### src/rtl/uart_sender.sv
`default_nettype none
// ============================================================================
// Module   : uart_sender
// Purpose  : UART 8N1 serial transmitter. Accepts one byte on a start pulse,
//            sends start bit, 8 data bits LSB first, and stop bit, holding
//            busy high for the whole frame.
// Revision : 1.0 - initial release
// ============================================================================
module uart_sender #(
  parameter int CLK_FREQ = 50_000_000,
  parameter int BAUD     = 115200
) (
  input  logic       clock,
  input  logic       reset_n,
  input  logic       start,
  input  logic [7:0] data,
  output logic       busy,
  output logic       out
);

  localparam int CLKS_PER_BIT = CLK_FREQ / BAUD;
  localparam int c_CNT_W      = (CLKS_PER_BIT > 1) ? $clog2(CLKS_PER_BIT) : 1;
  localparam logic [c_CNT_W-1:0] c_CNT_LAST = c_CNT_W'(CLKS_PER_BIT - 1);
  localparam logic [c_CNT_W-1:0] c_CNT_ONE  = c_CNT_W'(1);

  typedef enum logic [1:0] {
    IDLE  = 2'd0,
    START = 2'd1,
    DATA  = 2'd2,
    STOP  = 2'd3
  } state_t;

  state_t             r_state;
  logic [c_CNT_W-1:0] r_baud_cnt;
  logic [2:0]         r_bit_idx;
  logic [7:0]         r_shift;

  // Single frame sequencer; busy and out are registered so the TX line never glitches.
  always_ff @(posedge clock or negedge reset_n) begin
    if (!reset_n) begin
      r_state    <= IDLE;
      r_baud_cnt <= '0;
      r_bit_idx  <= '0;
      r_shift    <= '0;
      busy       <= 1'b0;
      out        <= 1'b1;
    end else begin
      case (r_state)
        IDLE: begin
          busy       <= 1'b0;
          out        <= 1'b1;
          r_baud_cnt <= '0;
          if (start) begin
            // Byte is captured here; later changes on data do not affect the frame.
            r_shift <= data;
            busy    <= 1'b1;
            out     <= 1'b0;
            r_state <= START;
          end
        end

        START: begin
          if (r_baud_cnt == c_CNT_LAST) begin
            r_baud_cnt <= '0;
            r_bit_idx  <= '0;
            out        <= r_shift[0];
            r_state    <= DATA;
          end else begin
            r_baud_cnt <= r_baud_cnt + c_CNT_ONE;
          end
        end

        DATA: begin
          if (r_baud_cnt == c_CNT_LAST) begin
            r_baud_cnt <= '0;
            if (r_bit_idx == 3'd7) begin
              out     <= 1'b1;
              r_state <= STOP;
            end else begin
              // Next bit is shift[1] now, which becomes shift[0] after the shift.
              r_bit_idx <= r_bit_idx + 3'd1;
              r_shift   <= {1'b0, r_shift[7:1]};
              out       <= r_shift[1];
            end
          end else begin
            r_baud_cnt <= r_baud_cnt + c_CNT_ONE;
          end
        end

        STOP: begin
          if (r_baud_cnt == c_CNT_LAST) begin
            // Returning to IDLE guarantees one idle-high clock before the next frame.
            r_baud_cnt <= '0;
            busy       <= 1'b0;
            r_state    <= IDLE;
          end else begin
            r_baud_cnt <= r_baud_cnt + c_CNT_ONE;
          end
        end

        default: begin
          r_state <= IDLE;
          busy    <= 1'b0;
          out     <= 1'b1;
        end
      endcase
    end
  end

endmodule
`default_nettype wire

### config.mk
export PLATFORM = sky130hd
export DESIGN_NAME = uart_sender
export DESIGN_NICKNAME = d
export VERILOG_FILES = /design/src/rtl/uart_sender.sv
export SDC_FILE = /design/constraint.sdc
export NUM_CORES = 1
export LEC_CHECK = 0
export ABC_AREA = 1
export CAP_MARGIN = 5
export CELL_PAD_IN_SITES_DETAIL_PLACEMENT = 0
export CELL_PAD_IN_SITES_GLOBAL_PLACEMENT = 1
export CORE_UTILIZATION = 46
export DETAILED_ROUTE_END_ITERATION = 6
export GPL_ROUTABILITY_DRIVEN = 0
export GPL_TIMING_DRIVEN = 0
export PLACE_DENSITY_LB_ADDON = 0.1
export REMOVE_ABC_BUFFERS = 1
export SLEW_MARGIN = 20
export SYNTH_ARGS = -nofsm -noshare
export SYNTH_HDL_FRONTEND = slang
export SYNTH_SLANG_ARGS = --single-unit
### constraint.sdc
create_clock -name clock -period 3.8 [get_ports clock]
set_input_delay 0.76 -clock clock [delete_from_list [all_inputs] [get_ports clock]]
set_output_delay 0.76 -clock clock [all_outputs]
set_load 0.01 [all_outputs]
==> results.toml <==
[sta]
setup_viol = 0
fin_crit_ns = 2.15
slew_headroom = 0.601
rsz0062_at_grt = "no"
period_share = 0.566
drv_slew = 0
clock_skew_ns = 0.000872
hold_violations = 0
fin_setup_tns_ns = 0
fmax_mhz = 465
tightest_slew_ns = 0.598

[power_and_ir_drop]
powerDensity_nw_per_um2 = 735
p_leak_nw = 0.720
finalPower_w = 0.00110
vdd_drop_max_v = 0.000413

[layout]
final-seq-area_um2 = 602
area_growth_pct = 13.1
postLayoutCoreUtil = 0.546
diodes = 0
drive_above_1_share = 0.139
nets = 178
fillCellCount = 273
final_area_um2 = 1490
multi_input_area_um2 = 634

[synthesis]
synth_xor_xnor_area_share = 0.0133
synth_compound_area_frac = 0.108
synth_top_area_share = 0.436
yosysWarnings = 0
synth_area_per_cell_um2 = 9.09
ys_seq_elements = 24
synth_top_family_by_area = "simple AND/OR/NAND/NOR gates"
synthAdderAreaFrac = 0.0759
yosysMostFrequentCell = "nand2_1"
syn_inst = 145
synth.distinct_cells = 27
synth_area_um2 = 1320
synthMuxAreaShare = 0.0531
postSynth.asyncResetShare = 1.00
synth-simple-area-share = 0.231
synth.largest_area_cell = "dfrtp_1"
yosys-top-cells-area = "dfrtp_1 44%, nand2_1 8.5%, ha_1 7.6%"
yosys-top-cells-count = "30 x nand2_1, 23 x dfrtp_1, 14 x nor2_1, 12 x inv_1, 8 x ha_1"
ys.flop_type = "dfrtp_1"
synth_edf_count = 0
ys_seq_area_frac = 0.456

[placement]
place_area_um2 = 1440
dpl.hpwl_um = 1760
portBuffers = 12

[cts]
clockBufferDepth = 2
clk_latency_ns = 0.31
numClockSinks = 24
tritoncts = "built"
ctsHoldBuffers = 0
cts_resized = 0
post_cts_buffers = 0
cts_made_buffers = 3
cts_root_buffer = "clkbuf_4"
clk_pin_slew_worst_paths_ns = 0.13
htree_levels = 1

[floorplanning]
ioPinCount = 13
rows = 19
initial_core_util = 0.482
die-area_um2 = 3090
core_area_um2 = 2730
die_x_um = 55.5
die_h_um = 55.5

[grt]
overflow = 0
grt_max_degree = 25
grt_antenna_before_repair = 0
grt_pass1_wl_um = 4110
track_usage = 0.166
grt_pass1_vias = 974

[job]
drv_cap = 0

[status]
status = "completed"

[detailed_routing]
wire_per_inst_um = 12.3
routed_wirelength_um = 2320
drtIter0Drc = 6
vias = 971
via_per_inst = 5.14
first_pass_iters = 4
ant_nets = 0
drc = 0

[worst_setup_path]
path_delay_family = "flip-flops"
startpoint_type = "register"
critPathMaxFanout = 2
r2r_slack_ns = 1.72
path_class = "register to output port"
slowest_delay_ns = 0.55
critPathSlowestCell = "dfstp_2"
cp-end-kind = "output port"
crit_chain = "clkdlybuf4s50_1"
worstPathArrival_ns = 1.39
required_ns = 3.04
path_buf_inv = 1

[hold_path]
hp-class = "input pin to async pin"
worst paths after layout:
path / startpoint / end / cells past startpoint
hold / removal: reset_n / r_shift[5] / 1
setup / recovery: out / out / 1
setup reg to reg: r_state[0] / r_shift[2] / 7
hold reg to reg: out / out / 2
min in group clock: out / out / 2
max in group asynchronous: reset_n / out / 1
flip-flops by register name (all words and copies together), names as in the netlist:
name	count
r_shift	8
out	1
busy	1
r_bit_idx	3
r_state	2
r_baud_cnt	9
power by group:
| part | leakage (nW) | internal [W] | switching (W) |
|---|---|---|---|
| logic | 0.382 | 0.000211 | 0.000303 |
| clock network | 0.0279 | 0.000107 | 0.0000778 |
| registers | 0.310 | 0.000342 | 0.0000560 |
| total | 0.720 | 0.000659 | 0.000437 |
cell type report:
| class | instances | area share |
|---|---|---|
| multi-input cells | 105 | 0.425 |
| well taps | 31 | 0.0260 |
| inverters | 13 | 0.0327 |
| clock inverters | 1 | 0.0201 |
| clock buffers | 3 | 0.0151 |
| repair buffers | 12 | 0.0772 |
| flip-flops and latches | 24 | 0.404 |
through the flow:
step                std cells  setup slack [ns]  hold slack [ns]
floorplan                 142              2.04            0.442
global placement          185              1.64            0.458
detailed placement        185              1.62            0.457
CTS                       189              1.63            0.480
global route              189              1.52            0.443
finish                    189              1.65            0.404
placed cells by master, fill, tap and decap left out, drive strengths merged:
cell type	synthesis	layout
a21boi	1	1
a21oi	4	4
a31oi	1	1
buf	3	1
bufinv	0	1
clkbuf	0	3
clkdlybuf4s50	0	11
dfrtp	23	23
dfstp	1	1
ha	8	8
inv	13	13
mux2i	7	7
nand2	34	34
nand3	6	6
nand4	4	4
nor2	15	15
nor3	4	4
nor3b	2	2
o211ai	1	1
o21a	1	1
o21ai	12	12
o31ai	1	1
or2	2	2
xnor2	1	1
xor2	1	1
per-layer routing:
layer / global-route usage / part of all wire
met1: 0.203 / 0.48
met2: 0.299 / 0.49
met3: 0.0234 / 0.018
met4: 0.0536 / 0.0082
met5: 0 / 0
cells by family after synthesis:
| kind of cell | count (synthesis) |
|---|---|
| AO/OA/AOI/OAI | 21 |
| multiplexers | 7 |
| AND/OR/NAND/NOR | 67 |
| adder cells (fa/ha/maj) | 8 |
| XOR/XNOR | 2 |
| buffers and inverters | 16 |
| flip-flops | 24 |
No activity file was read; power rests on OpenSTA's default activity.
